## config.mk

```make
export PLATFORM = sky130hd
export DESIGN_NAME = segment_scan_driver
export DESIGN_NICKNAME = d
export VERILOG_FILES = /design/src/rtl/segment_scan_driver.sv
export SDC_FILE = /design/constraint.sdc
export NUM_CORES = 1
export LEC_CHECK = 0
export ABC_AREA = 0
export BUFFER_PORTS_ARGS = -buffer_cell sky130_fd_sc_hd__buf_2
export CORE_AREA = 2 2 83 85
export CTS_CLUSTER_DIAMETER = 120
export DETAILED_ROUTE_END_ITERATION = 10
export DIE_AREA = 0 0 85 87
export PLACE_DENSITY = 0.68
export SLEW_MARGIN = 20
export SYNTH_ARGS = -nofsm -noshare
export SYNTH_HDL_FRONTEND = slang
export SYNTH_SLANG_ARGS = --single-unit
```

## constraint.sdc

```tcl
create_clock -name clk -period 2 [get_ports clk]
set_input_delay 0.2 -clock clk [delete_from_list [all_inputs] [get_ports clk]]
set_output_delay 0.2 -clock clk [all_outputs]
set_load 0.05 [all_outputs]
```

## src/rtl/segment_scan_driver.sv

```systemverilog
// Purpose : time-multiplexed N-digit 7-segment driver with tear-free frame updates,
//           leading-zero blanking and anti-ghost guard time (hex A-F via SEG_HEX_EN).
// Latency : outputs are registered, one cycle behind the internal (prescaler, slot) state.
// Backpressure: none; a load is always accepted and the newest pending load wins.
module segment_scan_driver #(
    parameter int DIGITS      = 4,
    parameter int SCAN_DIV    = 1000,
    parameter int GUARD       = 2,
    parameter int LZ_SUPPRESS = 1
) (
    input  logic                  clk,
    input  logic                  rst,
    input  logic [4*DIGITS-1:0]   digits_in,
    input  logic [DIGITS-1:0]     dp_in,
    input  logic                  load,
    input  logic                  blank_in,
    output logic [6:0]            seg_out,
    output logic                  dp_out,
    output logic [DIGITS-1:0]     an_out,
    output logic                  frame_tick
);

    localparam int PW = (SCAN_DIV > 1) ? $clog2(SCAN_DIV) : 1;
    localparam int IW = (DIGITS > 1) ? $clog2(DIGITS) : 1;
    localparam logic [PW-1:0] P_LAST  = PW'(SCAN_DIV - 1);
    localparam logic [IW-1:0] I_LAST  = IW'(DIGITS - 1);
    localparam logic [PW-1:0] GUARD_P = PW'(GUARD);

    // Segment patterns {g,f,e,d,c,b,a}; 10-15 are letters only in hex builds.
    function automatic logic [6:0] seg_decode(input logic [3:0] d);
        logic [6:0] s;
        case (d)
            4'd0:    s = 7'h3f;
            4'd1:    s = 7'h06;
            4'd2:    s = 7'h5b;
            4'd3:    s = 7'h4f;
            4'd4:    s = 7'h66;
            4'd5:    s = 7'h6d;
            4'd6:    s = 7'h7d;
            4'd7:    s = 7'h07;
            4'd8:    s = 7'h7f;
            4'd9:    s = 7'h6f;
`ifdef SEG_HEX_EN
            4'd10:   s = 7'h77;
            4'd11:   s = 7'h7c;
            4'd12:   s = 7'h39;
            4'd13:   s = 7'h5e;
            4'd14:   s = 7'h79;
            4'd15:   s = 7'h71;
`endif
            default: s = 7'h00;
        endcase
        return s;
    endfunction

    // Scan position and digit storage.
    logic [PW-1:0]         p_q, p_d;
    logic [IW-1:0]         i_q, i_d;
    logic [4*DIGITS-1:0]   act_dig_q, act_dig_d;
    logic [DIGITS-1:0]     act_dp_q, act_dp_d;
    logic [4*DIGITS-1:0]   pend_dig_q, pend_dig_d;
    logic [DIGITS-1:0]     pend_dp_q, pend_dp_d;
    logic                  pend_vld_q, pend_vld_d;

    // Registered outputs.
    logic [6:0]            seg_q, seg_d;
    logic                  dp_q, dp_d;
    logic [DIGITS-1:0]     an_q, an_d;
    logic                  ft_q, ft_d;

    logic                  p_last, i_last, boundary;
    logic [3:0]            dig_arr [DIGITS];
    logic [DIGITS-1:0]     sup;
    logic                  run_zero;

    // Prescaler/slot advance; the last cycle of the last slot is the frame boundary.
    always_comb begin
        p_last   = (p_q == P_LAST);
        i_last   = (i_q == I_LAST);
        boundary = p_last && i_last;
        p_d      = p_last ? '0 : p_q + 1'b1;
        i_d      = i_q;
        if (p_last) begin
            i_d = i_last ? '0 : i_q + 1'b1;
        end
    end

    // Display contents only swap at the frame boundary; a load in that very cycle
    // goes straight to the active copy and supersedes anything pending.
    always_comb begin
        act_dig_d  = act_dig_q;
        act_dp_d   = act_dp_q;
        pend_dig_d = pend_dig_q;
        pend_dp_d  = pend_dp_q;
        pend_vld_d = pend_vld_q;
        if (boundary) begin
            if (load) begin
                act_dig_d = digits_in;
                act_dp_d  = dp_in;
            end else if (pend_vld_q) begin
                act_dig_d = pend_dig_q;
                act_dp_d  = pend_dp_q;
            end
            pend_vld_d = 1'b0;
        end else if (load) begin
            pend_dig_d = digits_in;
            pend_dp_d  = dp_in;
            pend_vld_d = 1'b1;
        end
    end

    // Leading-zero mask: walk down from the top digit while everything seen is zero.
    always_comb begin
        run_zero = 1'b1;
        sup      = '0;
        for (int k = DIGITS - 1; k >= 0; k--) begin
            dig_arr[k] = act_dig_q[4*k +: 4];
            run_zero   = run_zero & (act_dig_q[4*k +: 4] == 4'd0);
            sup[k]     = (LZ_SUPPRESS != 0) && (k != 0) && run_zero;
        end
    end

    // Output next-state from the current slot: anodes dark during guard or blank.
    always_comb begin
        seg_d = sup[i_q] ? 7'h00 : seg_decode(dig_arr[i_q]);
        dp_d  = act_dp_q[i_q];
        an_d  = '0;
        if ((p_q >= GUARD_P) && !blank_in) begin
            an_d = DIGITS'(1) << i_q;
        end
        ft_d  = boundary;
    end

    // State and output registers; reset drops everything including a pending load.
    always_ff @(posedge clk or posedge rst) begin
        if (rst) begin
            p_q        <= '0;
            i_q        <= '0;
            act_dig_q  <= '0;
            act_dp_q   <= '0;
            pend_dig_q <= '0;
            pend_dp_q  <= '0;
            pend_vld_q <= 1'b0;
            seg_q      <= '0;
            dp_q       <= 1'b0;
            an_q       <= '0;
            ft_q       <= 1'b0;
        end else begin
            p_q        <= p_d;
            i_q        <= i_d;
            act_dig_q  <= act_dig_d;
            act_dp_q   <= act_dp_d;
            pend_dig_q <= pend_dig_d;
            pend_dp_q  <= pend_dp_d;
            pend_vld_q <= pend_vld_d;
            seg_q      <= seg_d;
            dp_q       <= dp_d;
            an_q       <= an_d;
            ft_q       <= ft_d;
        end
    end

    assign seg_out    = seg_q;
    assign dp_out     = dp_q;
    assign an_out     = an_q;
    assign frame_tick = ft_q;

endmodule
```

==> run summary <==
Clk pin slew, worst setup/hold paths -> 0.08 ns
Most frequent cells after synthesis -> dfrtp_1, mux2_2, ha_1, inv_1
Post-route cell area -> 3735 µm²
# Max-Cap Violations -> 0
Fin crit period -> 1.886 ns
Syn Nets -> 272
Part of the power in the clock network -> 0.441
Outcome -> finished, final reports clean
Multi-input combinational cell area -> 1416 µm²
Net switching power figure -> 0.0006090 W
Final hold violation count -> 0
Post-Syn Instances -> 237
P per Cell Area -> 754.2 nW/µm²
Critical path's largest stage delay -> 0.37 ns
Final setup viols -> 0
Int Power -> 0.002208 W
Drt first pass iters -> 4
Layout cell share with drive strength beyond 1 -> 0.4708
CP Cell Sequence -> ha_2, nand3_2, nor4_4, and3b_2, buf_12, mux2_2
Initial antenna violation count -> 0
Max-slew violations -> 0
Die W -> 85 µm
CP endpoint kind -> register
Hold WC Path Type -> primary input to register
Fmax -> 530.3 MHz
Area leader, netlist -> dfrtp_1
Clock H-tree levels -> 3
Setup TNS -> 0 ns
Crit share post-route -> 0.9429
Register share of total power -> 0.494
Row Count -> 30
CTS root buf -> clkbuf_8
Synth unique cells -> 36
Tot Pwr -> 0.002817 W
RSZ-0062 raised after global routing -> no
GRT Total Usage -> 0.1666
DRT antenna net count -> 0
Syn Area/Cell -> 13.39 µm²
Crit path DAT -> 2.11 ns
Part of the Yosys area used for sequential elements -> 0.5205
Yosys warning count -> 0
Global-route wire length before repair -> 9439 µm
Top-count cell post-synth -> dfrtp_1
Largest net degree at the start of global routing -> 28
Remaining global-route overflow -> 0
Fillers -> 525
Worst ir drop on vdd -> 0.0005018 V
Post-Route WL -> 5539 µm
CTS Buf Count -> 9
Starting Density -> 0.4830
Die Ht -> 87 µm
Net Sw Frac -> 0.2162
Critical path required time -> 2.23 ns
Final nets -> 321
Routability cong. -> 0.7897
Wire per inst -> 14.93 µm
Prevailing post-synth register cell -> dfrtp_1
Clock sink total -> 66
Antenna fix cells -> 0
CP Launch Type -> register
Top post-synthesis cells by area -> dfrtp_1, mux2_2, ha_1
Slew headroom -> 0.5763
I/O pin count -> 37
CTS tree -> done
FFs w/ async S/R, synth -> 1.000
Worst-Margin Slew -> 0.6301 ns
Leakage -> 1.748 nW
Die area -> 7395 µm²
Critical path type -> register to register
Seq. cell area -> 1653 µm²
CP max-delay cell -> dfrtp_1
Worst-skew pair later-pin latency -> 0.35 ns
Synth top area share -> 0.5205
DRC -> 0
Via density per instance -> 5.253
DP HPWL -> 3841 µm
Max clock buf depth -> 2
Register bit total from synthesis -> 66
Crit path max fanout -> 20
Vias in the first global route -> 1930
Buffers added on ports -> 36
Power share of the combinational group -> 0.064
Vias -> 1949
Skew final -> 0.01227 ns
Placed Area -> 3481 µm²
Area delta synth->final -> 17.70%
Starting DRT DRC Count -> 37
Synthesized cell area -> 3173 µm²
Core ar. -> 6569 µm²
EDFF count, synth -> 0
[registers in the layout, indices dropped and copies added, names as in the netlist, 2 cells and up]
register,flops
an_out,4
act_dig_q,16
pend_dig_q,16
seg_out,7
act_dp_q,4
pend_dp_q,4
p_q,10
i_q,2
[metrics by stage]
step	instances	util	setup slack [ns]	hold slack, ns
after CTS	369	0.5648	0.05334	0.07815
after floorplan	237	-	0.1034	0.3362
after detailed placement	352	0.5299	0.1013	0.2794
after global placement	352	0.5299	0.1321	0.2831
final	371	0.5686	0.1142	0.09114
after global routing	371	0.5686	0.01477	0.08395
[worst max-delay path, delay by kind of cell, from the launching register on]
kind          cells  cell delay [ns]
mux               1             0.34
fa+ha+maj         1             0.22
simple gates      3             0.67
buf+inv           1             0.16
flops             1             0.37
[logic make-up after synthesis]
group	after synthesis	share of synthesized area
AOI/OAI and AO/OA	26	0.05126
adders and majority gates	11	0.04337
DFF	66	0.5205
muxes	67	0.2583
buffers and inverters	22	0.03588
and+or+nand+nor	40	0.07689
xor gates and xnor gates	5	0.01380
[layout make-up]
| class | instances | area share |
|---|---|---|
| Clock inverter | 5 | 0.02077 |
| Timing Repair Buffer | 49 | 0.08174 |
| Multi-Input combinational cell | 149 | 0.3792 |
| Tap cell | 80 | 0.02680 |
| Clock buffer | 11 | 0.03786 |
| Inverter | 11 | 0.01106 |
| Sequential cell | 66 | 0.4425 |
[power by group through the flow]
| stage | clock network, W | logic [W] | registers, W |
|---|---|---|---|
| floorplan | 0 | 0.000120 | 0.00142 |
| global placement | 0 | 0.000180 | 0.00142 |
| detailed placement | 0 | 0.000183 | 0.00142 |
| CTS | 0.00127 | 0.000186 | 0.00139 |
| global route | 0.00133 | 0.000202 | 0.00140 |
| finish | 0.00124 | 0.000181 | 0.00139 |
[layout by cell type (no fill, tap or decap), drive strengths merged, types with 2 or more instances in the layout]
master	netlist	final
a21oi	9	9
a31oi	2	2
and2	6	6
and3	2	2
buf	5	48
bufinv	0	2
clkbuf	6	11
clkinv	0	2
dfrtp	66	66
ha	11	11
inv	11	11
mux2	60	60
mux2i	2	2
mux4	5	5
nand2	5	5
nand3	4	4
nor2	9	9
nor4	5	5
o21a	2	2
o21ai	9	9
or3	3	3
xnor2	3	3
xor2	2	2
[metal layers]
layer,vias to the layer above,GRT usage,part of all wire
li1,944,-,-
met1,960,0.2267,0.49
met2,32,0.2486,0.45
met3,13,0.04739,0.040
met4,0,0.07648,0.020
met5,-,0,0
[worst paths after layout]
path	slack [ns]	to	startpoint	depth (start not counted)
hold / removal	0.09	pend_dig_q[12]	digits_in[12]	2
setup / recovery	0.11	act_dp_q[2]	p_q[1]	6
setup reg to reg	0.11	act_dp_q[2]	p_q[1]	6
hold reg to reg	0.49	pend_vld_q	pend_vld_q	2
max in group asynchronous	0.82	pend_dp_q[3]	rst	4
min in group asynchronous	0.45	seg_out[2]	rst	3
[timing repair]
action,4_1_cts,5_1_grt
setup endpoints to repair,0,21
gates resized for setup,0,4
hold endpoints to repair,25,0
hold buffers,1,0
buffers inserted,0,2
Power figures use the tool's default switching activity.
